### src/rtl/csr_hpm_counters.sv
// Machine-mode mcycle/minstret/mhpmcounter CSR unit behind a registered request/response port.
// Defining CSR_HPM_OVF_IRQ_EN adds a registered ovf_irq_o output.
module csr_hpm_counters #(
  parameter int NUM_CNT  = 4,
  parameter int CNT_W    = 64,
  parameter int NUM_EVT  = 16,
  parameter int RETIRE_W = 2
) (
  input  logic                clk_i,
  input  logic                rst_i,
  input  logic                req_valid_i,
  input  logic [1:0]          req_op_i,
  input  logic [11:0]         req_addr_i,
  input  logic [63:0]         req_wdata_i,
  output logic                rsp_valid_o,
  output logic [63:0]         rsp_rdata_o,
  output logic                rsp_exc_o,
  input  logic [RETIRE_W-1:0] retire_i,
  input  logic [NUM_EVT-1:0]  evt_i,
`ifdef CSR_HPM_OVF_IRQ_EN
  output logic                ovf_irq_o,
`endif
  output logic [NUM_CNT+2:0]  ovf_o
);

  // Slots follow the CSR address offset: 0 cycle, 1 reserved, 2 instret, 3.. hpm
  localparam int NC = NUM_CNT + 3;
  localparam logic [NC-1:0] SLOT_MASK = ~NC'(2);
  localparam logic [NC-1:0] HPM_MASK  = SLOT_MASK & ~NC'(7);

  localparam logic [6:0] PG_CNT = 7'h58;
  localparam logic [6:0] PG_SHD = 7'h60;
  localparam logic [6:0] PG_EVT = 7'h19;
  localparam logic [11:0] ADDR_INH = 12'h320;

  localparam logic [1:0] OP_WRITE = 2'b00;
  localparam logic [1:0] OP_SET   = 2'b01;
  localparam logic [1:0] OP_CLR   = 2'b10;
  localparam logic [1:0] OP_READ  = 2'b11;

  logic [CNT_W-1:0] cnt_q     [NC];
  logic [CNT_W-1:0] cnt_d     [NC];
  logic [7:0]       evt_sel_q [NC];
  logic [7:0]       evt_sel_d [NC];
  logic [NC-1:0]    inh_q, inh_d;
  logic [NC-1:0]    ovf_q, ovf_d;

  logic             rsp_valid_q, rsp_valid_d;
  logic [63:0]      rsp_rdata_q, rsp_rdata_d;
  logic             rsp_exc_q, rsp_exc_d;

  logic [NC-1:0]    sel;
  logic             is_cnt, is_shd, is_evt, is_inh;
  logic             legal, wr_en;
  logic [63:0]      old_val, new_val;

  always_comb begin
    sel = '0;
    for (int k = 0; k < NC; k++)
      sel[k] = SLOT_MASK[k] && (req_addr_i[4:0] == 5'(k));
    is_cnt = (req_addr_i[11:5] == PG_CNT) && (|sel);
    is_shd = (req_addr_i[11:5] == PG_SHD) && (|sel);
    is_evt = (req_addr_i[11:5] == PG_EVT) && (|(sel & HPM_MASK));
    is_inh = (req_addr_i == ADDR_INH);

    old_val = '0;
    for (int k = 0; k < NC; k++) begin
      if (sel[k]) begin
        if (is_cnt || is_shd)
          old_val = 64'(cnt_q[k]);
        else if (is_evt)
          old_val = 64'(evt_sel_q[k]);
      end
    end
    if (is_inh)
      old_val = 64'(inh_q);

    legal = is_cnt || is_evt || is_inh || (is_shd && (req_op_i == OP_READ));

    case (req_op_i)
      OP_WRITE: new_val = req_wdata_i;
      OP_SET:   new_val = old_val | req_wdata_i;
      OP_CLR:   new_val = old_val & ~req_wdata_i;
      default:  new_val = old_val;
    endcase

    // Set/clear with a zero operand is a pure read and must not disturb ovf
    wr_en = req_valid_i && legal && !is_shd &&
            ((req_op_i == OP_WRITE) ||
             (((req_op_i == OP_SET) || (req_op_i == OP_CLR)) && (|req_wdata_i)));

    rsp_valid_d = req_valid_i;
    rsp_rdata_d = (req_valid_i && legal) ? old_val : '0;
    rsp_exc_d   = req_valid_i && !legal;
  end

  logic [CNT_W:0] ret_cnt;
  logic [CNT_W:0] inc;
  logic [CNT_W:0] sum;

  always_comb begin
    ret_cnt = '0;
    inc     = '0;
    sum     = '0;
    for (int j = 0; j < RETIRE_W; j++)
      ret_cnt = ret_cnt + (CNT_W+1)'(retire_i[j]);

    for (int k = 0; k < NC; k++) begin
      inc = '0;
      if (k == 0) begin
        inc = (CNT_W+1)'(1);
      end else if (k == 2) begin
        inc = ret_cnt;
      end else if (k >= 3) begin
        for (int j = 0; j < NUM_EVT; j++)
          if (evt_sel_q[k] == 8'(j + 1))
            inc = (CNT_W+1)'(evt_i[j]);
      end
      sum = {1'b0, cnt_q[k]} + inc;

      cnt_d[k] = cnt_q[k];
      ovf_d[k] = ovf_q[k];
      if (SLOT_MASK[k] && !inh_q[k]) begin
        cnt_d[k] = sum[CNT_W-1:0];
        if (sum[CNT_W])
          ovf_d[k] = 1'b1;
      end
      // A CSR write overrides this cycle's increment and clears the sticky flag
      if (wr_en && is_cnt && sel[k]) begin
        cnt_d[k] = new_val[CNT_W-1:0];
        ovf_d[k] = 1'b0;
      end

      evt_sel_d[k] = evt_sel_q[k];
      if (wr_en && is_evt && sel[k])
        evt_sel_d[k] = new_val[7:0];
    end

    inh_d = (wr_en && is_inh) ? (new_val[NC-1:0] & SLOT_MASK) : inh_q;
  end

  always_ff @(posedge clk_i or posedge rst_i) begin
    if (rst_i) begin
      for (int k = 0; k < NC; k++) begin
        cnt_q[k]     <= '0;
        evt_sel_q[k] <= '0;
      end
      inh_q       <= '0;
      ovf_q       <= '0;
      rsp_valid_q <= 1'b0;
      rsp_rdata_q <= '0;
      rsp_exc_q   <= 1'b0;
    end else begin
      for (int k = 0; k < NC; k++) begin
        cnt_q[k]     <= cnt_d[k];
        evt_sel_q[k] <= evt_sel_d[k];
      end
      inh_q       <= inh_d;
      ovf_q       <= ovf_d;
      rsp_valid_q <= rsp_valid_d;
      rsp_rdata_q <= rsp_rdata_d;
      rsp_exc_q   <= rsp_exc_d;
    end
  end

  assign rsp_valid_o = rsp_valid_q;
  assign rsp_rdata_o = rsp_rdata_q;
  assign rsp_exc_o   = rsp_exc_q;
  assign ovf_o       = ovf_q;

`ifdef CSR_HPM_OVF_IRQ_EN
  logic ovf_irq_q;

  always_ff @(posedge clk_i or posedge rst_i) begin
    if (rst_i)
      ovf_irq_q <= 1'b0;
    else
      ovf_irq_q <= |(ovf_d & ~inh_d);
  end

  assign ovf_irq_o = ovf_irq_q;
`endif

endmodule

### config.mk
export PLATFORM = sky130hd
export DESIGN_NAME = csr_hpm_counters
export DESIGN_NICKNAME = d
export VERILOG_FILES = /design/src/rtl/csr_hpm_counters.sv
export SDC_FILE = /design/constraint.sdc
export NUM_CORES = 2
export LEC_CHECK = 0
export CAP_MARGIN = 0
export CELL_PAD_IN_SITES_DETAIL_PLACEMENT = 1
export CELL_PAD_IN_SITES_GLOBAL_PLACEMENT = 1
export CORE_ASPECT_RATIO = 2
export CORE_UTILIZATION = 50
export CTS_CLUSTER_DIAMETER = 80
export CTS_CLUSTER_SIZE = 25
export DETAILED_ROUTE_END_ITERATION = 8
export GPL_TIMING_DRIVEN = 1
export PLACE_DENSITY = 0.86
export REMOVE_ABC_BUFFERS = 1
export SLEW_MARGIN = 20
export SYNTH_ARGS = -nofsm -noshare
export SYNTH_HDL_FRONTEND = slang
export SYNTH_SLANG_ARGS = --single-unit
export TNS_END_PERCENT = 5
### constraint.sdc
create_clock -name clk_i -period 32.9 [get_ports clk_i]
set_input_delay 3.29 -clock clk_i [delete_from_list [all_inputs] [get_ports clk_i]]
set_output_delay 3.29 -clock clk_i [all_outputs]
set_load 0.01 [all_outputs]
==> impl_results.md <==
- Final wirelength: 137000 µm
- Hold crit path type: flop to flop
- Register area share after synthesis: 0.413
- Die width: 176 µm
- Core ar.: 0.0593 mm²
- Crit start category: input pin
- Number of flops mapped to enable cells by yosys: 0
- Mean routed wirelength per cell: 31.6 µm
- Mean cell area of the mapped netlist: 8.57 µm²
- Unrepaired setup endpoints after global routing: false
- Fraction of layout instances using a drive strength above 1: 0.0505
- Slowest CP cell: nor3_1
- Crit path buf inv count: 1
- Vias in the first global route: 31500
- CTS tree: yes
- Worst Hold Depth: 0
- Logic pwr share: 0.122
- Clk slew on worst S/H paths: 0.11 ns
- Die height: 349 µm
- Metal3 WL: 10400 µm
- Top Layer Used: met5
- Slew headroom: 0.192
- Yosys top cell area share: 0.413
- Count leader, synth: nor2_1
- Critical Path Most Common Cell: o21ai_0
- Worst path depth: 14
- YS warnings: 0
- CP Capture Type: flop
- IO Pins: 172
- Initial antenna violation count: 16
- Multi-input gate area: 0.0167 mm²
- Number of setup buffers added after CTS: 0
- Die area: 0.0613 mm²
- Vias/cell: 6.84
- FMAX: 132 MHz
- DR pass1 iterations: 8
- Resized cells post-CTS: 0
- Complex-gate fraction of the synthesized area: 0.182
- CTS root buf: clkbuf_16
- Clock Tree Buf Depth: 3
- Clock Skews: 0.0283 ns
- Mux contribution to synthesized area: 0.0125
- Largest family of logic cells by synthesized area: simple AND/OR/NAND/NOR gates
- P_sw: 0.325 mW
- # clock sinks: 497
- Hold_buf cts: 0
- Status: finished, final reports clean
- Req. time, crit path: 33.40 ns
- Met2 Wirelength: 65400 µm
- Delay-heaviest family, CP: simple AND/OR/NAND/NOR gates
- Area grow syn2layout: 9.73%
- Max incr delay on CP: 0.86 ns
- Crit path max fanout: 11
- Hpwl dp: 100000 µm
- Synthesized cell area: 0.0301 mm²
- Final GP Congestion: 1.01
- Remaining antenna violation count: 0
- Initial core utilization: 0.508
- Yosys cell types: 84
- DRC: 0
- Largest area contributor in the netlist: dfrtp_1
- # nets final: 3659
- Post-synth ARST share: 1.00
- Sw frac: 0.292
- Synth Instances: 3515
- GRT overflow: 0
- Internal: 0.790 mW
- Via count: 29500
- Filler cells: 7055
- Final Hold Viols: 0
- Rows: 126
- M1 WL: 44300 µm
- Worst-margin pin slew: 1.21 ns
- Synth Area in Simple Gates: 0.241
- Initial drt markers: 2640
- Flop pwr share: 0.571
- Setup TNS: 0 ns
- Yosys reg bits: 497
- Crit share post-route: 0.230
- Synthesized-area fraction occupied by adder cells: 0.00690
- Setup Viol. Count Final: 0
- Top cells by area, synth: dfrtp_1 (41%), a21oi_1 (7.8%), nor2_1 (7.4%), xnor2_1 (6.4%), a22oi_1 (4.6%)
- Later-pin clock latency in the skew report: 0.65 ns
- Arr. time, crit path: 8.07 ns
- Crit path cell chain: clkdlybuf4s50_1, mux4_2, mux2i_1, o21ai_0, o21ai_0, nor4_1, ha_1, and4b_1, nand3_1, nor3_1, and2_1, and4_1, xnor2_1, a21oi_1
- Minimum clock period after layout: 7.58 ns
- TritonCTS Buffers: 23
- Total track usage: 0.449
- Max-capacitance violation count: 0
- Power Density: 33.7 mW/mm²
- Clk network pwr share: 0.307
- Commonest cells post-synth: nor2_1 (597), dfrtp_1 (497), a21oi_1 (468)
- Final setup margin: 25.32 ns
- Seq. cell area: 0.0124 mm²
- Peak VDD IR: 43.0 µV
- Static leakage: 13.3 nW
- Buffers on Ports: 170
- Post-place setup slack: 24.88 ns
- Pin count of the biggest net entering global routing: 138
- Crit Path Category: input pin to flop
- Reg2reg path depth: 13
- Pins over their slew limit: 0
- H-Tree Level Count: 1
- Top_reg_cell synth: dfrtp_1
- Xor and xnor area share after synthesis: 0.106
- First-pass GRT wire length: 203000 µm
power by group through the flow:
stage | registers [mW] | clock network, mW | logic, mW
finish | 0.636 | 0.343 | 0.136
detailed placement | 0.648 | 0 | 0.130
global placement | 0.647 | 0 | 0.126
CTS | 0.636 | 0.343 | 0.131
floorplan | 0.642 | 0 | 0.0674
global route | 0.638 | 0.359 | 0.143
placed cells by master, fill, tap and decap left out, types with 6 or more instances in the layout:
cell type / Yosys / final
a21oi_1: 468 / 468
or2_2: 9 / 9
o21a_1: 59 / 59
o31ai_4: 10 / 10
and3_1: 129 / 129
buf_4: 2 / 57
mux4_2: 7 / 7
clkdlybuf4s50_1: 0 / 170
and2_1: 19 / 17
and4_1: 50 / 44
nor4_2: 5 / 11
mux2_2: 6 / 6
nor3_1: 78 / 78
o31ai_1: 6 / 6
ha_1: 15 / 15
nand2b_1: 13 / 13
o21ai_0: 32 / 32
and4_2: 0 / 6
nor2_1: 597 / 594
xor2_1: 146 / 146
nand4_1: 106 / 106
dfrtp_1: 497 / 497
diode_2: 0 / 8
a22oi_1: 183 / 183
nand3_1: 165 / 164
mux2i_1: 15 / 15
or3_1: 10 / 10
xnor2_1: 220 / 220
nor2b_1: 18 / 17
clkbuf_16: 0 / 23
nand3b_1: 9 / 9
inv_1: 48 / 47
a211oi_1: 16 / 16
o2111ai_1: 6 / 6
nand2_1: 188 / 187
o22ai_1: 7 / 7
nor4_1: 42 / 34
o31ai_2: 13 / 13
routing by layer:
metal / GRT usage / vias up
li1: - / 12500
met1: 0.457 / 14900
met2: 0.743 / 1471
met3: 0.0994 / 640
met4: 0.453 / 18
met5: 0 / -
registers in the layout, summed over array words and instances (netlist names):
| register | count |
|---|---|
| cnt_q | 384 |
| evt_sel_q | 35 |
| inh_q | 6 |
| ovf_o | 6 |
| rsp_exc_o | 1 |
| rsp_rdata_o | 64 |
| rsp_valid_o | 1 |
layout make-up:
cell class                 count  area share
sequential                   497       0.376
clock inverter                 2    0.000416
antenna                        8    0.000606
timing repair buffer         229      0.0649
inverter                      50     0.00591
multi-input combinational   2743       0.505
tap                          768      0.0291
clock buffer                  23      0.0174
cell families (layout without fill, tap and decap cells):
group,after synthesis,count (layout)
AOI/OAI and AO/OA,859,859
muxes,28,28
other,1,9
buffers and inverters,275,304
adders and majority gates,16,16
and+or+nand+nor,1473,1473
DFF,497,497
xor gates and xnor gates,366,366
metrics by stage:
step,hold slack [ns],cells,cell area [µm²],power (mW),util
after floorplan,0.354,3290,29200,0.710,-
after global placement,0.371,4286,32400,0.774,0.547
after detailed placement,0.369,4286,32400,0.778,0.547
after CTS,0.392,4311,33000,1.11,0.557
after global routing,0.409,4313,33000,1.14,0.557
final,0.388,4320,33100,1.12,0.558
worst paths after layout:
| kind | from | endpoint | slack, ns |
|---|---|---|---|
| max reg2reg | evt_sel_q[16] | cnt_q[177] | 27.85 |
| min in group asynchronous | rst_i | cnt_q[273] | 3.27 |
| max | evt_i[9] | cnt_q[177] | 25.32 |
| max in group asynchronous | rst_i | rsp_rdata_o[54] | 26.68 |
| min reg2reg | evt_sel_q[49] | evt_sel_q[49] | 0.39 |
| min | evt_sel_q[49] | evt_sel_q[49] | 0.39 |
Power figures use the tool's default switching activity.
